### config.mk
export PLATFORM = sky130hd
export DESIGN_NAME = md_issue_ctrl_flat
export DESIGN_NICKNAME = d
export VERILOG_FILES = /design/src/rtl/md_issue_ctrl_if.sv /design/src/rtl/md_issue_ctrl.sv /design/src/flat_wrapper.sv
export SDC_FILE = /design/constraint.sdc
export NUM_CORES = 1
export LEC_CHECK = 0
export CAP_MARGIN = 20
export CORE_AREA = 8 8 99 146
export DETAILED_ROUTE_END_ITERATION = 16
export DIE_AREA = 0 0 107 154
export MAX_ROUTING_LAYER = met4
export PLACE_DENSITY = 0.81
export SLEW_MARGIN = 20
export SYNTH_ARGS = -nofsm -noshare
export SYNTH_HDL_FRONTEND = slang
export SYNTH_SLANG_ARGS = --single-unit
### constraint.sdc
create_clock -name clk -period 2.3 [get_ports clk]
set_input_delay 0.46 -clock clk [delete_from_list [all_inputs] [get_ports clk]]
set_output_delay 0.46 -clock clk [all_outputs]
set_load 0.03 [all_outputs]
### src/rtl/md_issue_ctrl_if.sv
`default_nettype none
// =============================================================================
// md_issue_ctrl_if : E-stage request and MD-unit signal bundle for md_issue_ctrl
// Revision: 1.0
// =============================================================================
interface md_issue_ctrl_if;
  logic        in_valid;
  logic [3:0]  in_op;
  logic [31:0] in_a;
  logic [31:0] in_b;
  logic        stall;
  logic [7:0]  md_op;
  logic [31:0] md_a;
  logic [31:0] md_b;
  logic [7:0]  md_busy;
  logic [31:0] md_hi;
  logic [31:0] md_lo;
  logic        rd_valid;
  logic [31:0] rd_data;

  // master: the issue controller; slave: pipeline plus MD unit around it
  modport master (
    input  in_valid, in_op, in_a, in_b, md_busy, md_hi, md_lo,
    output stall, md_op, md_a, md_b, rd_valid, rd_data
  );

  modport slave (
    output in_valid, in_op, in_a, in_b, md_busy, md_hi, md_lo,
    input  stall, md_op, md_a, md_b, rd_valid, rd_data
  );
endinterface
`default_nettype wire

### src/rtl/md_issue_ctrl.sv
`default_nettype none
// =============================================================================
// md_issue_ctrl : E-stage requester for the HI/LO multiply-divide unit.
// Optional watchdog on the busy wait enabled by defining MD_WATCHDOG_EN.
// Revision: 1.0
// =============================================================================
module md_issue_ctrl #(
  parameter int WATCHDOG = 16
) (
  input  wire logic       clk,
  input  wire logic       reset,
  md_issue_ctrl_if.master bus,
  output logic            md_err
);

  typedef enum logic [1:0] {
    IDLE  = 2'd0,
    ISSUE = 2'd1,
    ARM   = 2'd2,
    WAIT  = 2'd3
  } state_t;

  localparam logic [3:0] OP_MULT  = 4'd1;
  localparam logic [3:0] OP_MULTU = 4'd2;
  localparam logic [3:0] OP_DIV   = 4'd3;
  localparam logic [3:0] OP_DIVU  = 4'd4;
  localparam logic [3:0] OP_MTHI  = 4'd5;
  localparam logic [3:0] OP_MTLO  = 4'd6;
  localparam logic [3:0] OP_MFHI  = 4'd7;
  localparam logic [3:0] OP_MFLO  = 4'd8;
  localparam logic [7:0] MD_MTHI  = 8'd28;
  localparam logic [7:0] MD_MTLO  = 8'd29;

  state_t      state;
  logic [7:0]  md_op;
  logic [31:0] md_a;
  logic [31:0] md_b;
  logic        rd_valid;
  logic [31:0] rd_data;
  logic        is_md;
  logic        is_read;
  logic        hilo_pend;

  assign is_md     = (bus.in_op >= OP_MULT) && (bus.in_op <= OP_MFLO);
  assign is_read   = (bus.in_op == OP_MFHI) || (bus.in_op == OP_MFLO);
  // HI/LO are written on the edge that ends an mthi/mtlo cycle, so a read must wait one cycle
  assign hilo_pend = (md_op == MD_MTHI) || (md_op == MD_MTLO);

  assign bus.stall = reset && bus.in_valid && is_md &&
                     ((state != IDLE) || (hilo_pend && is_read));

  assign bus.md_op    = md_op;
  assign bus.md_a     = md_a;
  assign bus.md_b     = md_b;
  assign bus.rd_valid = rd_valid;
  assign bus.rd_data  = rd_data;

`ifdef MD_WATCHDOG_EN
  localparam logic [4:0] WD_LIMIT = 5'(WATCHDOG);
  logic [4:0] wdog;
`else
  logic unused_watchdog;
  assign unused_watchdog = (WATCHDOG != 0);
  assign md_err          = 1'b0;
`endif

  always_ff @(posedge clk or negedge reset) begin
    if (!reset) begin
      state    <= IDLE;
      md_op    <= 8'd0;
      md_a     <= 32'd0;
      md_b     <= 32'd0;
      rd_valid <= 1'b0;
      rd_data  <= 32'd0;
`ifdef MD_WATCHDOG_EN
      wdog     <= 5'd0;
      md_err   <= 1'b0;
`endif
    end else begin
      rd_valid <= 1'b0;
      case (state)
        IDLE: begin
          md_op <= 8'd0;
          if (bus.in_valid && !bus.stall) begin
            case (bus.in_op)
              OP_MULT, OP_MULTU, OP_DIV, OP_DIVU: begin
                md_op <= {4'd0, bus.in_op} + 8'd23;
                md_a  <= bus.in_a;
                md_b  <= bus.in_b;
                state <= ISSUE;
              end
              OP_MTHI, OP_MTLO: begin
                md_op <= (bus.in_op == OP_MTHI) ? MD_MTHI : MD_MTLO;
                md_a  <= bus.in_a;
                md_b  <= bus.in_b;
              end
              OP_MFHI: begin
                rd_valid <= 1'b1;
                rd_data  <= bus.md_hi;
              end
              OP_MFLO: begin
                rd_valid <= 1'b1;
                rd_data  <= bus.md_lo;
              end
              default: ;
            endcase
          end
        end
        ISSUE: begin
          md_op <= 8'd0;
          state <= ARM;
        end
        ARM: begin
          // the unit has not loaded its busy count yet
          state <= WAIT;
`ifdef MD_WATCHDOG_EN
          wdog  <= 5'd0;
`endif
        end
        WAIT: begin
          if (bus.md_busy == 8'd0) begin
            state <= IDLE;
`ifdef MD_WATCHDOG_EN
          end else if (wdog == WD_LIMIT) begin
            md_err <= 1'b1;
            state  <= IDLE;
          end else begin
            wdog <= wdog + 5'd1;
`endif
          end
        end
        default: state <= IDLE;
      endcase
    end
  end

endmodule
`default_nettype wire

### src/flat_wrapper.sv
// flat-port wrapper written by rule: the top's interface ports become plain ports
module md_issue_ctrl_flat 
#(
  parameter int WATCHDOG = 16
)
  (clk, reset, md_err, bus_in_valid, bus_in_op, bus_in_a, bus_in_b, bus_md_busy, bus_md_hi, bus_md_lo, bus_stall, bus_md_op, bus_md_a, bus_md_b, bus_rd_valid, bus_rd_data);
  md_issue_ctrl_if bus_i ();
  input  wire logic clk;
  input  wire logic reset;
  output logic md_err;
  input wire logic [$bits(bus_i.in_valid)-1:0] bus_in_valid;
  input wire logic [$bits(bus_i.in_op)-1:0] bus_in_op;
  input wire logic [$bits(bus_i.in_a)-1:0] bus_in_a;
  input wire logic [$bits(bus_i.in_b)-1:0] bus_in_b;
  input wire logic [$bits(bus_i.md_busy)-1:0] bus_md_busy;
  input wire logic [$bits(bus_i.md_hi)-1:0] bus_md_hi;
  input wire logic [$bits(bus_i.md_lo)-1:0] bus_md_lo;
  output wire logic [$bits(bus_i.stall)-1:0] bus_stall;
  output wire logic [$bits(bus_i.md_op)-1:0] bus_md_op;
  output wire logic [$bits(bus_i.md_a)-1:0] bus_md_a;
  output wire logic [$bits(bus_i.md_b)-1:0] bus_md_b;
  output wire logic [$bits(bus_i.rd_valid)-1:0] bus_rd_valid;
  output wire logic [$bits(bus_i.rd_data)-1:0] bus_rd_data;
  assign bus_i.in_valid = bus_in_valid;
  assign bus_i.in_op = bus_in_op;
  assign bus_i.in_a = bus_in_a;
  assign bus_i.in_b = bus_in_b;
  assign bus_i.md_busy = bus_md_busy;
  assign bus_i.md_hi = bus_md_hi;
  assign bus_i.md_lo = bus_md_lo;
  assign bus_stall = bus_i.stall;
  assign bus_md_op = bus_i.md_op;
  assign bus_md_a = bus_i.md_a;
  assign bus_md_b = bus_i.md_b;
  assign bus_rd_valid = bus_i.rd_valid;
  assign bus_rd_data = bus_i.rd_data;
  md_issue_ctrl #(.WATCHDOG(WATCHDOG)) u_core (.clk(clk), .reset(reset), .bus(bus_i), .md_err(md_err));
endmodule
======== Yosys cells after proc, flatten, opt, wreduce, memory -nomap -nowiden ========
Index checks and enable logic that the tools add are counted.
operators by class
  add/sub/neg operators ................... 1
  reductions and logical operators ........ 22
  order comparisons ....................... 2
  eq/ne operators ......................... 16
  multiplexer cells ....................... 12
operators by type and width
  cell                                                                    count
  32-bit one-hot mux with 2 select lines                                  1
  8-bit one-hot mux with 2 select lines                                   2
  4-bit by 3-bit equality test with 1-bit output (second input constant)  4
  8-bit by 5-bit equality test with 1-bit output (second input constant)  2
  3-bit AND reduction                                                     3
  4-bit by 2-bit equality test with 1-bit output (second input constant)  2
  8-bit zero test                                                         1
  8-bit two-way mux                                                       1
  2-bit one-hot mux with 4 select lines                                   1
  4-bit by 5-bit adder with 6-bit output (second input constant)          1
  1-bit logical AND                                                       6
  2-bit two-way mux                                                       3
  2-bit nonzero test                                                      3
  6-bit OR reduction                                                      1
  2-bit equality test (second input constant)                             2
  4-bit by 1-bit equality test with 1-bit output (second input constant)  1
  4-bit equality test (second input constant)                             1
  4-bit by 1-bit >= comparator with 1-bit output (second input constant)  1
  4-bit <= comparator (second input constant)                             1
  1-bit two-way mux                                                       4
  2-bit by 1-bit != test with 1-bit output (second input constant)        2
  2-bit OR reduction                                                      2
  4-bit OR reduction                                                      1
  1-bit logical OR                                                        3
  4 further kinds                                                         4
word-level totals
  register bits ........................... 107
  logic and storage cells ................. 59
  output and inout bits ................... 107
  input bits .............................. 143

======== Longest topological paths before layout ========
  word-level depth ........................ 9
  depth in mapped cells ................... 8
  mapped depth without buffers ............ 6

======== Worst setup path after synthesis ========
Ideal clock, no wire load.
  path kind ............................... input -> output
  start ................................... input bus_in_op[0]
  end ..................................... output bus_stall
  buffers on the path ..................... 0
  data arrival time ....................... 1864 ps
  required time ........................... 1840 ps
  stages .................................. 5
  slack ................................... -24 ps
  cells stage by stage .................... inv_1 ha_1 nand3b_2 a211o_1 a21oi_1
between the ends
  longest elaborated chain between the ends .. 5
  elaborated cells between the ends (all ways) .. 10
  classes of those cells .................. order compare: 2; eq/ne: 2; reduce/logical: 6
RTL lines
  item                                                                                    line                 source
  start: declaration                                                                      flat_wrapper.sv:12   input wire logic [$bits(bus_i.in_op)-1:0] bus_in_op;
  branches (longest 4 deep; another with 4-bit by 1-bit >= comparator with 1-bit output)  n/a
  1-bit logical AND *                                                                     md_issue_ctrl.sv:49  assign bus.stall = reset && bus.in_valid && is_md &&
  end: declaration                                                                        flat_wrapper.sv:18   output wire logic [$bits(bus_i.stall)-1:0] bus_stall;
Every way passes the cells marked *.

======== Worst setup path in the final report ========
  start ................................... input bus_in_op[3]
  end ..................................... output bus_stall
The elaborated chain is that of the path after synthesis.

==> impl_metrics.json <==
{
  "synth_top_area_share_pct": 54.5,
  "cts_root_buf": "clkbuf_16",
  "gp_congestion": 0.823,
  "fin_ws_ns": 0.0443,
  "maxCapViolCount": 0,
  "final_cell_mix": "240 x clkdlybuf4s50_1, 105 x dfrtp_1, 100 x mux2_2",
  "finClkSkew_ns": 0.0108,
  "first_iter_violations": 90,
  "drv_slew": 0,
  "grtUsageMet3_pct": 5.98,
  "areaGrowthSynthToFinish_pct": 63.8,
  "place_hpwl_microns": 11000,
  "setup-tns-final_ns": 0,
  "crit_type": "in2out",
  "yosysWarningCount": 0,
  "synthAdderAreaFrac_pct": 2.08,
  "port_buffers": 246,
  "cts.path.max_buffers": 2,
  "yosysSeqAreaShare_pct": 54.5,
  "pre_cts_slack_ns": -0.466,
  "synth_area_sq_um": 4820,
  "async_flop_share_pct": 100,
  "cp_max_fo": 7,
  "drive_above_1_share_pct": 32.2,
  "place_inst": 723,
  "path_clk_slew_ns": 0.08,
  "ys_ff_latch": 105,
  "wire_per_inst_microns": 19.2,
  "synth_compound_area_share_pct": 3.50,
  "htree_levels": 3,
  "antenna_cells": 0,
  "grt_pass1_wl_microns": 22300,
  "worst_setup_path_end_kind": "primary output",
  "die-height_microns": 154,
  "p_per_area_nw_per_um2": 1250,
  "synth.area.top_cells": "dfrtp_1 54%, mux2_2 23%, mux2_4 9.0%, ha_1 2.1%, buf_6 1.4%",
  "slew_headroom_pct": 43.9,
  "path_common_cell": "buf_6",
  "num_rows": 50,
  "synthXorXnorAreaFrac_pct": 0,
  "synth_cells": 316,
  "ios": 250,
  "routed_wirelength_microns": 14300,
  "synth_ff_type": "dfrtp_1",
  "viasPerCell": 4.88,
  "yosysTopAreaCell": "dfrtp_1",
  "dpl_cell_area_sq_um": 7510,
  "antenna_found_initial": 0,
  "instances_no_fill": 743,
  "ant_nets": 0,
  "outcome": "complete, no violations",
  "path_cells": "dlygate4sd2_1 > nand3b_1 > a211o_1 > buf_6 > a21oi_4 > buf_6",
  "clk_latency_ns": 0.34,
  "use_met2_pct": 29.5,
  "period_needed_ns": 2.26,
  "grt_pass1_vias": 4199,
  "met1_usage_pct": 19.0,
  "tightest_slew_ns": 0.841,
  "initial_core_util_pct": 39.1,
  "hold_viol_final": 0,
  "leakage_nw": 3.36,
  "start_kind": "input port",
  "grt_usage_pct": 17.6,
  "cts_sinks": 105,
  "rsz0062_at_grt": "no",
  "holdCritPathClass": "in2async",
  "crit_path_max_incr_delay_ns": 0.35,
  "worst_path_max_delay_cell": "a211o_1",
  "worst_ep_required_time_ns": 1.84,
  "dr.pass1.iters": 4,
  "synthMuxAreaShare_pct": 32.4,
  "grt_start_max_net_pins": 67,
  "ir_drop_mv": 0.796,
  "syn_area_per_cell_sq_um": 15.3,
  "drc_errors": 0,
  "synth_cell_types": 39,
  "fin_area_sq_um": 7900,
  "num_vias": 3628,
  "crit_arrival_ns": 1.80,
  "holdWs_ns": 0.313,
  "dieWidth_microns": 107,
  "synth_top_family_by_area": "multiplexers",
  "fin_nets": 733,
  "fmax_ghz": 0.443,
  "busiest_layer": "met2",
  "cts_tree": "done",
  "postCtsHoldBufs": 0,
  "synth_edf_count": 0,
  "fin_crit_sh_pct": 98.1,
  "placeableCoreArea_sq_um": 12300,
  "dieArea_sq_um": 16500,
  "grt-ovfl-total": 0,
  "final_common_cell": "clkdlybuf4s50_1",
  "cts_buffers": 9,
  "setup_viol": 0,
  "synth-simple-area-share_pct": 3.22
}
-- what timing repair did --
item                                    in CTS  in global routing
pin swaps                                    5                  1
gates resized for setup                     17                  8
hold endpoints to repair                     0                  0
setup buffers                                4                  0
endpoints found under the setup margin      97                 67
-- worst max-delay path: cells and delay by family --
family	cells	cell delay [ns]
AND/OR/NAND/NOR	1	0.23
buffers and inverters	3	0.62
AO/OA/AOI/OAI	2	0.47
-- power by group --
group	switching, mW	leakage, nW	internal (mW)
clock	0.741	0.143	0.770
combinational	2.69	1.91	2.50
sequential	0.469	1.30	2.70
total	3.90	3.36	5.97
-- routing by layer --
layer / up-vias / wire [microns]
li1: 1666 / -
met1: 1757 / 5530
met2: 184 / 7190
met3: 21 / 1240
met4: 0 / 289
met5: - / 0
-- synthesized netlist by cell type (3+ instances only) --
| library cell | count |
|---|---|
| dfrtp_1 | 105 |
| nand3b_1 | 3 |
| buf_12 | 3 |
| inv_1 | 6 |
| mux2_2 | 100 |
| nor2_1 | 5 |
| clkbuf_1 | 3 |
| mux2_4 | 29 |
| nand2_1 | 6 |
| buf_4 | 4 |
| a21oi_1 | 5 |
| buf_6 | 6 |
| buf_2 | 3 |
| ha_1 | 8 |
| nor4_1 | 3 |
-- state kept, by name, indices dropped and copies added (netlist names) --
register,flops
u_core.bus.md_b,32
u_core.bus.rd_data,32
u_core.bus.rd_valid,1
u_core.state,2
u_core.bus.md_op,6
u_core.bus.md_a,32
-- cell families after synthesis --
logic type               after synthesis
AO/OA/AOI/OAI                         22
adder cells (fa/ha/maj)                8
buffers and inverters                 25
flip-flops                           105
multiplexers                         129
other                                  1
AND/OR/NAND/NOR                       26
-- path summary, 6_finish.rpt --
path,startpoint,end,slack (ns),depth (start not counted)
worst max-delay path,bus_in_op[3],bus_stall,0.04,6
worst min-delay path,reset,u_core.bus.rd_data[9],0.31,2
worst max register to register,u_core.state[0],u_core.bus.md_a[12],0.14,7
worst min register to register,u_core.bus.md_a[14],u_core.bus.md_a[14],0.51,1
max in group asynchronous,reset,u_core.bus.rd_data[8],0.94,3
min in group clk,u_core.bus.md_a[14],u_core.bus.md_a[14],0.51,1
-- metrics by stage --
step | utilization, % | total power [mW]
floorplan | - | 6.01
global placement | 61.0 | 8.26
detailed placement | 61.0 | 8.41
CTS | 64.0 | 9.99
global route | 64.1 | 10.3
finish | 64.1 | 9.86
-- final cells by class --
type | instances | area (sq um)
clock buffer | 9 | 225
clock inverter | 7 | 70.1
fill | 927 | 4420
inverter | 6 | 22.5
multi-input combinational | 188 | 2070
sequential | 105 | 2630
tap | 156 | 195
timing repair buffer | 272 | 2700
Power figures use the tool's default switching activity.
==> variant 1: new RTL, config.mk and constraints unchanged <==
Reset style: synchronous (`reset`), changed in one clocked block.
--- a/src/rtl/md_issue_ctrl.sv
+++ b/src/rtl/md_issue_ctrl.sv
@@ -64,7 +64,7 @@
   assign md_err          = 1'b0;
 `endif
 
-  always_ff @(posedge clk or negedge reset) begin
+  always_ff @(posedge clk) begin
     if (!reset) begin
       state    <= IDLE;
       md_op    <= 8'd0;
Formal check against the unedited RTL: differs if reset is asserted again (counterexample within 4 cycles, from zero or initial values and one cycle with reset low); with reset held inactive, the same outputs for 4 cycles.
==> variant 1 against the original RTL <==
- sequential cell count stayed put
- wire length is 11% higher
- non-clock buffer count is 12 higher
- core utilization is 1.0 points higher
- synthesized area is 1.3% higher
- worst setup slack better by 46 ps
- final area is 1.6% higher
- global-route usage is 1.9 points higher
- critical path type unchanged
- largest cell class unchanged
Power is not compared: it rests on default switching activity, and its combinational part moved more than twofold at a synthesized area within 25%.
==> variant 1: results (changes against the original RTL) <==
- Worst path top cell family by delay: compound AO/OA/AOI/OAI gates
- Status: complete, no violations
- Filler Cell Count: 1012 (+9.2%)
- Post-DR wirelength/cell: 16.65 µm (-13%)
- Top area cells in the synthesized netlist: sky130_fd_sc_hd__dfxtp_1, sky130_fd_sc_hd__mux2i_1, sky130_fd_sc_hd__nand2_1
- Capture instance of the worst register-to-register path: u_core.bus.md_b[27]$_SDFFE_PN0P_
- Ranking of synthesized cells by instance count: sky130_fd_sc_hd__nand2_1, sky130_fd_sc_hd__dfxtp_1, sky130_fd_sc_hd__mux2i_1
- Share of async-settable or async-resettable flops after synthesis: 0% (-100 points)
- Setup skew after layout: 7.425 ps (-3.342 ps)
- Global-route wire length before repair: 25.05 mm (+12%)
- Area growth from synthesis to layout: 64.29%
- Minimum setup slack after placement: -357.5 ps (+108.2 ps)
- Number of distinct standard cells referenced by the synthesized netlist: 35 (-10%)
- Maximum number of pins on one net before global-route repair: 123 (+84%)
- Launching point of the worst reg2reg path: u_core.state[0]$_SDFFE_PN0P_
- GR Util met2: 34.92% (+5.4 points)
- Dpl cell area: 7662 µm² (+2.0%)
- Worst Path Arrival: 1750 ps (-50 ps)
- Worst Hold Margin: 455.6 ps (+142.3 ps)
- Worst reg-to-reg setup slack: 430 ps (+290 ps)
- Relative slew margins: 60.37% (+16 points)
- Post-synthesis sequential area ratio: 43.03% (-11 points)
- Type of the worst min-delay path: reg2reg
- Met1 Resource Use GR: 18.50% (-0.47 points)
- Leading area contributor after synthesis: sky130_fd_sc_hd__dfxtp_1
- Critical path's slowest cell: sky130_fd_sc_hd__a2111oi_4
- Placed Cells incl. Taps: 932 (+29%)
- Reg2Reg Depth: 8 (+1)
- Fraction of layout cells with a size suffix above 1: 12.19% (-20 points)
- 1st-iter DRT viols: 101 (+12%)
- Area share of the largest cell type after synthesis: 43.03% (-11 points)
- Largest driver fanout on the critical path: 3 (-4)
-- variant 1: cell type report --
class / instances / area share (%)
Clock buffer: 9 / 2.806
Clock inverter: 7 / 1.045
Inverter: 7 / 0.3274
Multi-Input combinational cell: 384 / 32.10
Sequential cell: 105 / 26.19
Tap cell: 156 / 2.432
Timing Repair Buffer: 284 / 35.10
-- variant 1: per-layer routing --
layer  vias to the layer above  wire [µm]
met1                      2111       5806
met4                         0        675
met5                         -          0
met3                        44        963
li1                       2271          -
met2                       175       8404
-- variant 1: power by group --
| part | internal (mW) | total, mW | switching [mW] |
|---|---|---|---|
| logic | 0.715 | 1.40 | 0.683 |
| registers | 1.94 | 2.02 | 0.0761 |
| clock network | 0.865 | 1.60 | 0.733 |
| total | 3.52 | 5.02 | 1.49 |
-- variant 1: kinds of logic after synthesis --
kind of cell    synth area share (%)
simple gates                   18.34
mux                            27.46
flops                          43.03
buf+inv                        5.149
compound gates                 3.637
fa+ha+maj                      2.305
other cells                  0.07677
-- variant 1: worst max path at each step --
| stage | startpoint | end | slack, ps | cells after the start |
|---|---|---|---|---|
| finish | bus_in_op[1] | bus_stall | 90 | 7 |
| global route | bus_in_op[1] | bus_stall | 20 | 8 |
| CTS | bus_in_op[1] | bus_stall | 70 | 8 |
| detailed placement | bus_in_op[0] | u_core.state[0]$_SDFFE_PN0P_ | -360 | 11 |
| global placement | bus_in_op[0] | u_core.state[0]$_SDFFE_PN0P_ | -280 | 11 |
| floorplan | bus_in_op[0] | bus_stall | 190 | 5 |
-- variant 1: timing repair --
action                                  in CTS  in global routing
endpoints found under the setup margin       1                  1
hold buffers                                 0                  0
resized for setup                           11                  0
setup buffers                                3                  1
pin swaps                                    4                  2
cloned                                       0                  0
==> variant 2: new RTL, config.mk and constraints unchanged <==
Made on the original files. Add a define of `MD_WATCHDOG_EN`.
--- a/src/rtl/md_issue_ctrl.sv
+++ b/src/rtl/md_issue_ctrl.sv
@@ -4,6 +4,8 @@
 // Optional watchdog on the busy wait enabled by defining MD_WATCHDOG_EN.
 // Revision: 1.0
 // =============================================================================
+`define MD_WATCHDOG_EN
+
 module md_issue_ctrl #(
   parameter int WATCHDOG = 16
 ) (
Formal check against the unedited RTL: no difference found for any inputs over 4 cycles, from zero or initial values and one cycle with reset low; that may be too few to reach the edited logic, so the function may still have changed.
==> variant 2 against the original RTL <==
- wire length increased by 6.4%
- largest cell class is now sequential cells
- synthesized area increased by 5.8%
- total power increased by 4.4%
- die area unchanged
- worst setup slack improved by 53 ps
- sequential cell count increased by 6
- critical path type unchanged
- highest routed layer unchanged
- critical endpoint unchanged
- final area increased by 4.4%
- first-iteration DRC count decreased by 5.6%
- critical path depth unchanged
==> variant 2: results (changes against the original RTL) <==
- Via count: 3858 (+6.3%)
- Dpl cell area: 7880 µm² (+4.9%)
- Detailed Place HPWL: 11.98 mm (+8.6%)
- Fraction of layout cells with a size suffix above 1: 30.55% (-1.7 points)
- Worst Path Arrival: 1740 ps (-60 ps)
- Relative slew margins: 37.64% (-6.3 points)
- Top area cells in the synthesized netlist: sky130_fd_sc_hd__dfrtp_1, sky130_fd_sc_hd__mux2_2, sky130_fd_sc_hd__mux2_4
- Flop pwr share: 32.3% (+0.2 points)
- Reg clk slew, reported paths: ~70 ps
- Post-synthesis sequential area ratio: 54.41% (-0.063 points)
- Type of the worst min-delay path: in2async
- Adder-cell share of the synthesized area: 2.451% (+0.38 points)
- Worst ir drop on vdd: 0.8159 mV (+2.5%)
- Placer Congestion: 0.8447 (+2.6%)
- Vias in the first global route: 4383 (+4.4%)
- PortBufs: 247 (+0.41%)
- Post-synthesis compound-gate area fraction: 3.995% (+0.49 points)
- Proportion of synthesized area in mux cells: 30.78% (-1.6 points)
- Status: complete, no violations
- Placed Cells incl. Taps: 759 (+5.0%)
- Leakage power total: 3.534 nW (+5.3%)
- Clk_lat worst skew: 340 ps (about the same)
- Critical path's slowest cell: sky130_fd_sc_hd__a211o_2
- Post-detailed-routing wire length: 15.17 mm (+6.4%)
- Ranking of synthesized cells by instance count: sky130_fd_sc_hd__dfrtp_1, sky130_fd_sc_hd__mux2_2, sky130_fd_sc_hd__mux2_4
- Per-cell via count in the routed design: 4.959 (+1.6%)
- Maximum number of pins on one net before global-route repair: 75 (+12%)
- Setup skew after layout: 11.04 ps (+0.2710 ps)
- Combinational group power: 5.42 mW (+4.4%)
- Total Routing Usage GR: 18.81% (+1.2 points)
- Number of distinct standard cells referenced by the synthesized netlist: 48 (+23%)
- Mapped Cells: 345 (+9.2%)
- Final Net Count: 771 (+5.2%)
- Largest driver fanout on the critical path: 5 (-2)
- Minimum setup slack after placement: -570.3 ps (-104.7 ps)
[variant 2: final timing paths]
kind                            cells past startpoint  slack [ps]                   startpoint                            endpoint
worst max-delay path                                6         100                 bus_in_op[2]                           bus_stall
worst max register to register                      7         110  u_core.state[0]$_DFFE_PN0P_     u_core.bus.md_b[19]$_DFFE_PN0P_
worst min register to register                      1         480    u_core.md_err$_DFFE_PN0P_           u_core.md_err$_DFFE_PN0P_
max in group asynchronous                           3         810                        reset  u_core.bus.rd_data[12]$_DFFE_PN0P_
worst min-delay path                                2         170                        reset          u_core.wdog[1]$_DFFE_PN0P_
min in group clk                                    1         480    u_core.md_err$_DFFE_PN0P_           u_core.md_err$_DFFE_PN0P_
[variant 2: final cells by class]
| class | count | area [µm²] |
|---|---|---|
| tap | 156 | 195.2 |
| clock inverter | 6 | 70.07 |
| sequential | 111 | 2778 |
| fill | 915 | 4071 |
| multi-input combinational | 207 | 2197 |
| timing repair buffer | 280 | 2754 |
| inverter | 9 | 33.78 |
| clock buffer | 9 | 225.2 |
[variant 2: repair_timing]
item,CTS,global route
endpoints found under the setup margin,98,67
buffers inserted,5,0
gates resized for setup,20,7
pin swaps,5,2
[variant 2: per-stage QoR]
step	power, mW	hold WS, ps
floorplan	6.275	164.4
CTS	10.40	182.8
detailed placement	8.785	464.5
finish	10.30	169.4
global placement	8.614	461.1
global route	10.80	216.2
[variant 2: metal layers]
layer	GRT usage [%]	wire, µm	vias to the layer above
met5	-	0	-
met4	6.128	276	0
met3	7.197	1431	19
met2	32.81	7986	184
met1	18.66	5474	1876
li1	-	-	1779
